$ cat config.mk
export PLATFORM = sky130hd
export DESIGN_NAME = clz_pipe
export DESIGN_NICKNAME = d
export VERILOG_FILES = /design/src/rtl/clz_pipe.sv
export SDC_FILE = /design/constraint.sdc
export NUM_CORES = 1
export LEC_CHECK = 0
export BUFFER_PORTS_ARGS = -buffer_cell sky130_fd_sc_hd__clkbuf_2
export CORE_UTILIZATION = 35
export CTS_CLUSTER_DIAMETER = 30
export DETAILED_ROUTE_END_ITERATION = 16
export MAX_ROUTING_LAYER = met4
export PLACE_DENSITY_LB_ADDON = 0.05
export SETUP_SLACK_MARGIN = 0.05
export SYNTH_ARGS = -nofsm -noshare
export SYNTH_HDL_FRONTEND = slang
export SYNTH_SLANG_ARGS = --single-unit
$ cat constraint.sdc
create_clock -name clk -period 2.24 [get_ports clk]
set_clock_uncertainty 0.2 [all_clocks]
set_input_delay 0.224 -clock clk [delete_from_list [all_inputs] [get_ports clk]]
set_output_delay 0.224 -clock clk [all_outputs]
set_load 0.005 [all_outputs]
$ cat src/rtl/clz_pipe.sv
// Pipelined leading-zero / redundant-sign-bit counter with valid/ready on both sides.
// Optional normalised-operand output when CLZ_NORM_EN is defined.
module clz_pipe #(
  parameter int WIDTH   = 32,
  parameter int GROUP   = 8,
  parameter int LATENCY = 2,
  parameter int CW      = $clog2(WIDTH+1)
) (
  input  logic             clk,
  input  logic             reset_n,
  input  logic             in_valid,
  output logic             in_ready,
  input  logic [WIDTH-1:0] in_data,
  input  logic             in_signed,
  output logic             out_valid,
  input  logic             out_ready,
  output logic [CW-1:0]    out_count,
`ifdef CLZ_NORM_EN
  output logic [WIDTH-1:0] out_norm,
`endif
  output logic             out_zero
);

  localparam int NG = WIDTH / GROUP;
  localparam int LW = $clog2(GROUP+1);

  typedef logic [NG-1:0][LW-1:0] lc_t;

  function automatic logic [LW-1:0] grp_clz(
    input logic [GROUP-1:0] v
  );
    logic [LW-1:0] n;
    logic          done;
    n    = '0;
    done = 1'b0;
    for (int i = GROUP-1; i >= 0; i--) begin
      if (!done) begin
        if (v[i]) done = 1'b1;
        else      n = n + LW'(1);
      end
    end
    return n;
  endfunction

  // MSB-most non-empty group wins; signed mode caps at WIDTH-1
  function automatic logic [CW-1:0] combine(
    input logic [NG-1:0] gz,
    input lc_t           lc,
    input logic          sgn
  );
    logic [CW-1:0] c;
    logic          found;
    c     = CW'(WIDTH);
    found = 1'b0;
    for (int g = NG-1; g >= 0; g--) begin
      if (!found && !gz[g]) begin
        found = 1'b1;
        c = CW'((NG-1-g)*GROUP) + CW'(lc[g]);
      end
    end
    if (sgn && c > CW'(WIDTH-1))
      c = CW'(WIDTH-1);
    return c;
  endfunction

  logic [WIDTH-1:0] x;
  logic [NG-1:0]    gz_c;
  lc_t              lc_c;
  logic             zero_c;

  always_comb begin
    x = in_data;
    if (in_signed)
      x = (in_data ^ {WIDTH{in_data[WIDTH-1]}}) << 1;
    zero_c = (in_data == '0);
    for (int g = 0; g < NG; g++) begin
      gz_c[g] = ~|x[g*GROUP +: GROUP];
      lc_c[g] = grp_clz(x[g*GROUP +: GROUP]);
    end
  end

  generate
    if (LATENCY == 2) begin : g_l2
      logic          s1_valid;
      logic          s1_sgn;
      logic          s1_zero;
      logic [NG-1:0] s1_gz;
      lc_t           s1_lc;
      logic          s1_adv;
      logic          out_ld;
      logic [CW-1:0] cnt;
`ifdef CLZ_NORM_EN
      logic [WIDTH-1:0] s1_data;
`endif

      assign out_ld   = !out_valid || out_ready;
      assign s1_adv   = s1_valid && out_ld;
      assign in_ready = !s1_valid || s1_adv;
      assign cnt      = combine(s1_gz, s1_lc, s1_sgn);

      always_ff @(posedge clk or negedge reset_n) begin
        if (!reset_n) begin
          s1_valid <= 1'b0;
          s1_sgn   <= 1'b0;
          s1_zero  <= 1'b0;
          s1_gz    <= '0;
          s1_lc    <= '0;
`ifdef CLZ_NORM_EN
          s1_data  <= '0;
`endif
        end else if (in_ready) begin
          s1_valid <= in_valid;
          if (in_valid) begin
            s1_sgn  <= in_signed;
            s1_zero <= zero_c;
            s1_gz   <= gz_c;
            s1_lc   <= lc_c;
`ifdef CLZ_NORM_EN
            s1_data <= in_data;
`endif
          end
        end
      end

      always_ff @(posedge clk or negedge reset_n) begin
        if (!reset_n) begin
          out_valid <= 1'b0;
          out_count <= '0;
          out_zero  <= 1'b0;
`ifdef CLZ_NORM_EN
          out_norm  <= '0;
`endif
        end else if (out_ld) begin
          out_valid <= s1_valid;
          if (s1_valid) begin
            out_count <= cnt;
            out_zero  <= s1_zero;
`ifdef CLZ_NORM_EN
            out_norm  <= s1_data << cnt;
`endif
          end
        end
      end
    end else begin : g_l1
      logic [CW-1:0] cnt;

      assign in_ready = !out_valid || out_ready;
      assign cnt      = combine(gz_c, lc_c, in_signed);

      always_ff @(posedge clk or negedge reset_n) begin
        if (!reset_n) begin
          out_valid <= 1'b0;
          out_count <= '0;
          out_zero  <= 1'b0;
`ifdef CLZ_NORM_EN
          out_norm  <= '0;
`endif
        end else if (in_ready) begin
          out_valid <= in_valid;
          if (in_valid) begin
            out_count <= cnt;
            out_zero  <= zero_c;
`ifdef CLZ_NORM_EN
            out_norm  <= in_data << cnt;
`endif
          end
        end
      end
    end
  endgenerate

endmodule

; ---- After elaboration in Yosys (flattened, before gate mapping)
; Cells that the tools add are included.
[classes]
muxes = 121
reduce_logical = 25
n_bitwise = 1
n_addsub = 31
order_cmp = 1
[ops]
columns = op, count
row1 = two-way mux 4 bit, 56
row2 = "adder 4 x 1 -> 4 bit, second input constant", 28
row3 = two-way mux 1 bit, 59
row4 = zero test 32 bit, 1
row5 = two-way mux 32 bit, 1
row6 = OR reduction 8 bit, 4
row7 = XOR 31 bit, 1
row8 = two-way mux 6 bit, 5
row9 = "adder 5 x 4 -> 6 bit, first input constant", 2
row10 = zero test 1 bit, 11
row11 = "> comparator 6 x 5 -> 1 bit, second input constant", 1
row12 = "adder 4 x 4 -> 5 bit, first input constant", 1
row13 = logical AND 1 bit, 5
row14 = AND reduction 2 bit, 2
row15 = logical OR 1 bit, 2
[totals]
reg_bits = 31
output_inout_bits = 9
elab_cells = 190
input_bits = 37

; ---- Logic depth before layout (Yosys ltp)
[depth]
ltp_word = 24
ltp_mapped = 23

; ---- Least setup slack after synthesis
; OpenSTA, ideal clock, no wires.
[synth_timing]
path_type = input-to-reg
from = in in_data[31]
to = reg g_l2.s1_lc[13] (netlist bit)
path_slack_ps = -2048
n_path_buf = 4
arrival_ps = 3960
stages = 22
setup_ps = 128
cell_sequence = buf_4 > buf_6 > buf_6 > buf_2 > inv_1 > ha_1 > and2b_4 > a21oi_1 > o21a_1 > inv_1 > ha_1 > inv_1 > a21oi_1 > ha_1 > a31o_2 > ha_1 > mux2i_1 > and3b_1 > or2_2 > ha_1 > o21ai_0 > o21ai_0
[synth_via]
elab_chain_len = 24
elab_cells_between_ends = 37
classes_between = add/sub (7) / mux (29) / bitwise (1)
[synth_lines]
columns = item, line_no
row1 = from (decl), 13  ; input logic [WIDTH-1:0] in_data,
row2 = XOR 31 bit, 74  ; x = (in_data ^ {WIDTH{in_data[WIDTH-1]}}) << 1;
row3 = two-way mux 32 bit (*), 73  ; if (in_signed)
row4 = two-way mux 1 bit, 38  ; if (v[i]) done = 1'b1;
row5 = adder 4 x 1 -> 4 bit, 39  ; else n = n + LW'(1);
row6 = two-way mux 4 bit, 38
row7 = two-way mux 4 bit, 37  ; if (!done) begin
row8 = adder 4 x 1 -> 4 bit, 39
row9 = two-way mux 4 bit, 38
row10 = (+8 left out), n/a
row11 = two-way mux 4 bit, 38
row12 = two-way mux 4 bit, 37
row13 = adder 4 x 1 -> 4 bit, 39
row14 = two-way mux 4 bit, 38
row15 = two-way mux 4 bit, 37
row16 = adder 4 x 1 -> 4 bit, 39
row17 = two-way mux 4 bit, 38
row18 = two-way mux 4 bit (*), 37
row19 = to (signal assigned), 117  ; s1_lc <= lc_c;
row20 = to (decl), 88  ; lc_t s1_lc;
; Mark *: on every way between the ends. The rest lies on a longest branch, timed or not.
; A chain may end at the register's enable or synchronous reset.

; ---- Worst setup path in the final report
[layout_timing]
from = in in_data[31]
to = reg g_l2.s1_lc[7] (netlist bit)
[layout_via]
elab_chain_len = 24
elab_cells_between_ends = 37
classes_between = add/sub (7) / mux (29) / bitwise (1)
[layout_lines]
columns = item, line_no
row1 = XOR 31 bit (*), 74
row2 = two-way mux 32 bit (*), 73
row3 = two-way mux 1 bit, 38
row4 = adder 4 x 1 -> 4 bit, 39
row5 = two-way mux 4 bit, 38
row6 = two-way mux 4 bit, 37
row7 = adder 4 x 1 -> 4 bit, 39
row8 = two-way mux 4 bit, 38
row9 = (+8 left out), n/a
row10 = two-way mux 4 bit, 38
row11 = two-way mux 4 bit, 37
row12 = adder 4 x 1 -> 4 bit, 39
row13 = two-way mux 4 bit, 38
row14 = two-way mux 4 bit, 37
row15 = adder 4 x 1 -> 4 bit, 39
row16 = two-way mux 4 bit, 38
row17 = two-way mux 4 bit (*), 37
; Marked as above.

==> impl_metrics.ini <==
[sta]
rsz0062_at_grt = true
maxSlewViolCount = 0
maxSlewHeadroom_pct = 48.3
worst_pin_slew_ns = 0.775
fmax_ghz = 0.290
setup_ws_ns = -1.21
min_period_ns = 3.45
fin_setup_tns_ns = -12.14
finalHoldViolCount = 0
report.final.setup_viol = 12
post-route-period-util_pct = 154

[power]
max-vdd-ir-drop_v = 0.000255
power.leakage_nw = 2.53
p_per_area_nw_per_um2 = 394
power.total_mw = 2.28

[synthesis]
ys_seq_area_share_pct = 21.2
netlist_instances = 480
avgSynthCellArea_um2 = 7.62
synth_commonest_cells = 47 x nand2_1, 40 x a21oi_1, 39 x nor2_1, 31 x dfrtp_1, 22 x o21ai_0
synth.most_common_cell = nand2_1
synth_top_area_share_pct = 21.2
synth.cell_area_um2 = 3660
synth_fp_nets = 534
ys_ff_latch = 31
synthFlopType = dfrtp_1
yosys.area.top_type = dfrtp_1
synth_edf_count = 0
ys_types = 75
synth_area_leaders = dfrtp_1 21%, ha_1 5.8%, a21oi_1 5.5%
yosys_warnings = 0
async_flop_share_pct = 100

[cells_and_area]
nets = 711
synthToLayoutAreaGrowth_pct = 58.4
n_antenna_cell = 0
regArea_um2 = 776
multi_input_area_um2 = 3210
fin_cells = 791
fill_cells = 955
drive_gt1_share_pct = 47.1

[worst_setup_path]
r2r_start = g_l2.s1_valid$_DFFE_PN0N_
path_class = in2reg
required_ns = 2.20
arrival_ns = 3.41
cp_max_fo = 8
r2r_slack_ns = 0.44
rr_endpoint = g_l2.s1_lc[3]$_DFFE_PN0P_
r2r_cells = 6
start_kind = primary input
crit_path_end_kind = register

[routing]
antenna_left = 0
first_pass_iters = 4
wl_per_cell_um = 14.1
avgViaCountPerCell = 5.25
drtIter0Drc = 130
drt_wl_total_um = 11200
drc_errors = 0
vias = 4154

[floorplanning]
fp-row-count = 36
io_pins = 46
initial_core_util_pct = 36.7
die_h_um = 104
die-area_um2 = 10900
dieWidth_um = 104
core_um2 = 9950

[placement]
dpl.cell_count = 766
portBuffers = 45
hpwlAfterDp_um = 8870
place.gp.congestion = 0.834

[global_routing]
grt_pass1_vias = 3913
grt-ovfl-total = 0
grt_pass1_wl_um = 18900
grt_max_degree = 32
grt_util_all_layers_pct = 21.6
antenna_found_initial = 0

[clock_tree]
htreeDepth = 2
cts_made_buffers = 5
clk_pin_slew_ns = 0.06
clockBufferDepth = 2
cts_tree = built
clock_sinks = 31
clk_latency_ns = 0.28
root_buffer = clkbuf_8

[min_path]
hold_path_end = out_valid$_DFFE_PN0P_
min_from = out_ready
hold_path.class = in2reg
hold_depth = 3

[status]
violations = setup timing
status = finished with violations

[flow_run]
maxCapViolCount = 0
flip-flops by register name, summed over array words and instances, names as in the netlist:
register and count:
g_l2.s1_zero 1, g_l2.s1_sgn 1, g_l2.s1_valid 1, out_valid 1, g_l2.s1_gz 4, g_l2.s1_lc 16, out_count 6, out_zero 1
critical path, stage by stage:
cell and delay, ns:
clkbuf_16 0.13, buf_4 0.16, and3_1 0.15, o21ai_2 0.15
nand2_2 0.09, ha_4 0.27, a21oi_1 0.04, nor2_1 0.17
ha_1 0.27, mux2_4 0.29, ha_4 0.17, nor2b_1 0.13
a221o_1 0.31, a2bb2oi_1 0.14, xor2_1 0.17, and4_1 0.17
or3_1 0.36
worst max-delay path by stage:
stage / startpoint / end / slack (ns) / cells after the start
after CTS: in_data[31] / g_l2.s1_lc[15]$_DFFE_PN0P_ / -1.30 / 19
final: in_data[31] / g_l2.s1_lc[7]$_DFFE_PN0P_ / -1.21 / 17
after global placement: in_data[31] / g_l2.s1_lc[7]$_DFFE_PN0P_ / -1.63 / 17
after global routing: in_data[31] / g_l2.s1_lc[10]$_DFFE_PN0P_ / -1.39 / 22
after detailed placement: in_data[31] / g_l2.s1_lc[7]$_DFFE_PN0P_ / -1.66 / 17
after floorplan: in_data[31] / g_l2.s1_lc[15]$_DFFE_PN0P_ / -1.74 / 22
per-layer routing:
| layer | share of wire, % | up-vias | GRT usage (%) | wire (um) |
|---|---|---|---|---|
| li1 | - | 2128 | - | - |
| met1 | 52 | 1965 | 30.5 | 5840 |
| met2 | 45 | 50 | 33.5 | 4990 |
| met3 | 1.8 | 11 | 1.88 | 199 |
| met4 | 1.2 | 0 | 4.90 | 136 |
| met5 | 0 | - | - | 0 |
per-stage QoR:
step	setup slack, ns	utilization [%]	cell area [um2]	hold WS, ns
6_report	-1.21	58.2	5790	0.0666
5_1_grt	-1.39	58.2	5790	0.106
4_1_cts	-1.30	54.7	5450	0.0533
3_5_place_dp	-1.66	50.6	5040	0.148
3_3_place_gp	-1.63	50.6	5040	0.144
2_1_floorplan	-1.74	-	3820	-0.272
cell usage in the layout (no fill, tap or decap), drive strengths merged, types with 3 or more instances in the layout:
| cell | instances |
|---|---|
| and4 | 5 |
| or3 | 10 |
| a22oi | 5 |
| nor2b | 13 |
| o31ai | 8 |
| a211o | 6 |
| nand3 | 15 |
| or2 | 4 |
| clkbuf | 51 |
| a31oi | 8 |
| a21oi | 42 |
| nor3 | 18 |
| nor4 | 8 |
| and3 | 13 |
| ha | 17 |
| a41oi | 3 |
| nor2 | 39 |
| nand4 | 6 |
| mux2 | 4 |
| buf | 154 |
| inv | 21 |
| nand3b | 6 |
| nand2 | 47 |
| o21ai | 27 |
| a21boi | 3 |
| and2 | 9 |
| dfrtp | 31 |
| mux2i | 7 |
| a22o | 3 |
| o21a | 4 |
| nor4b | 6 |
| xor2 | 5 |
| nand2b | 12 |
| o211ai | 5 |
| xnor2 | 10 |
| a31o | 3 |
final cells by class:
type / count / share of cell area [%]
clock buffers: 8 / 1.73
multi-input cells: 399 / 55.4
flip-flops and latches: 31 / 13.4
well taps: 133 / 2.87
inverters: 21 / 1.40
repair buffers: 199 / 25.2
power breakdown:
group	switching [mW]	internal [mW]
logic	0.560	0.597
clock network	0.199	0.280
registers	0.0317	0.614
total	0.790	1.49
timing repair:
item	CTS	global route
buffers inserted	11	7
resized for setup	50	60
pin swaps	48	44
hold buffers	2	0
setup endpoints to repair	12	17
hold endpoints to repair	32	0
cell families after synthesis:
logic type | after synthesis | share of synthesized area, %
AOI/OAI and AO/OA | 139 | 26.8
xor gates and xnor gates | 15 | 3.59
adders and majority gates | 17 | 5.82
buffers and inverters | 50 | 7.25
DFF | 31 | 21.2
muxes | 11 | 3.15
and+or+nand+nor | 217 | 32.2
Note: power is estimated with default switching activity, not from simulation.
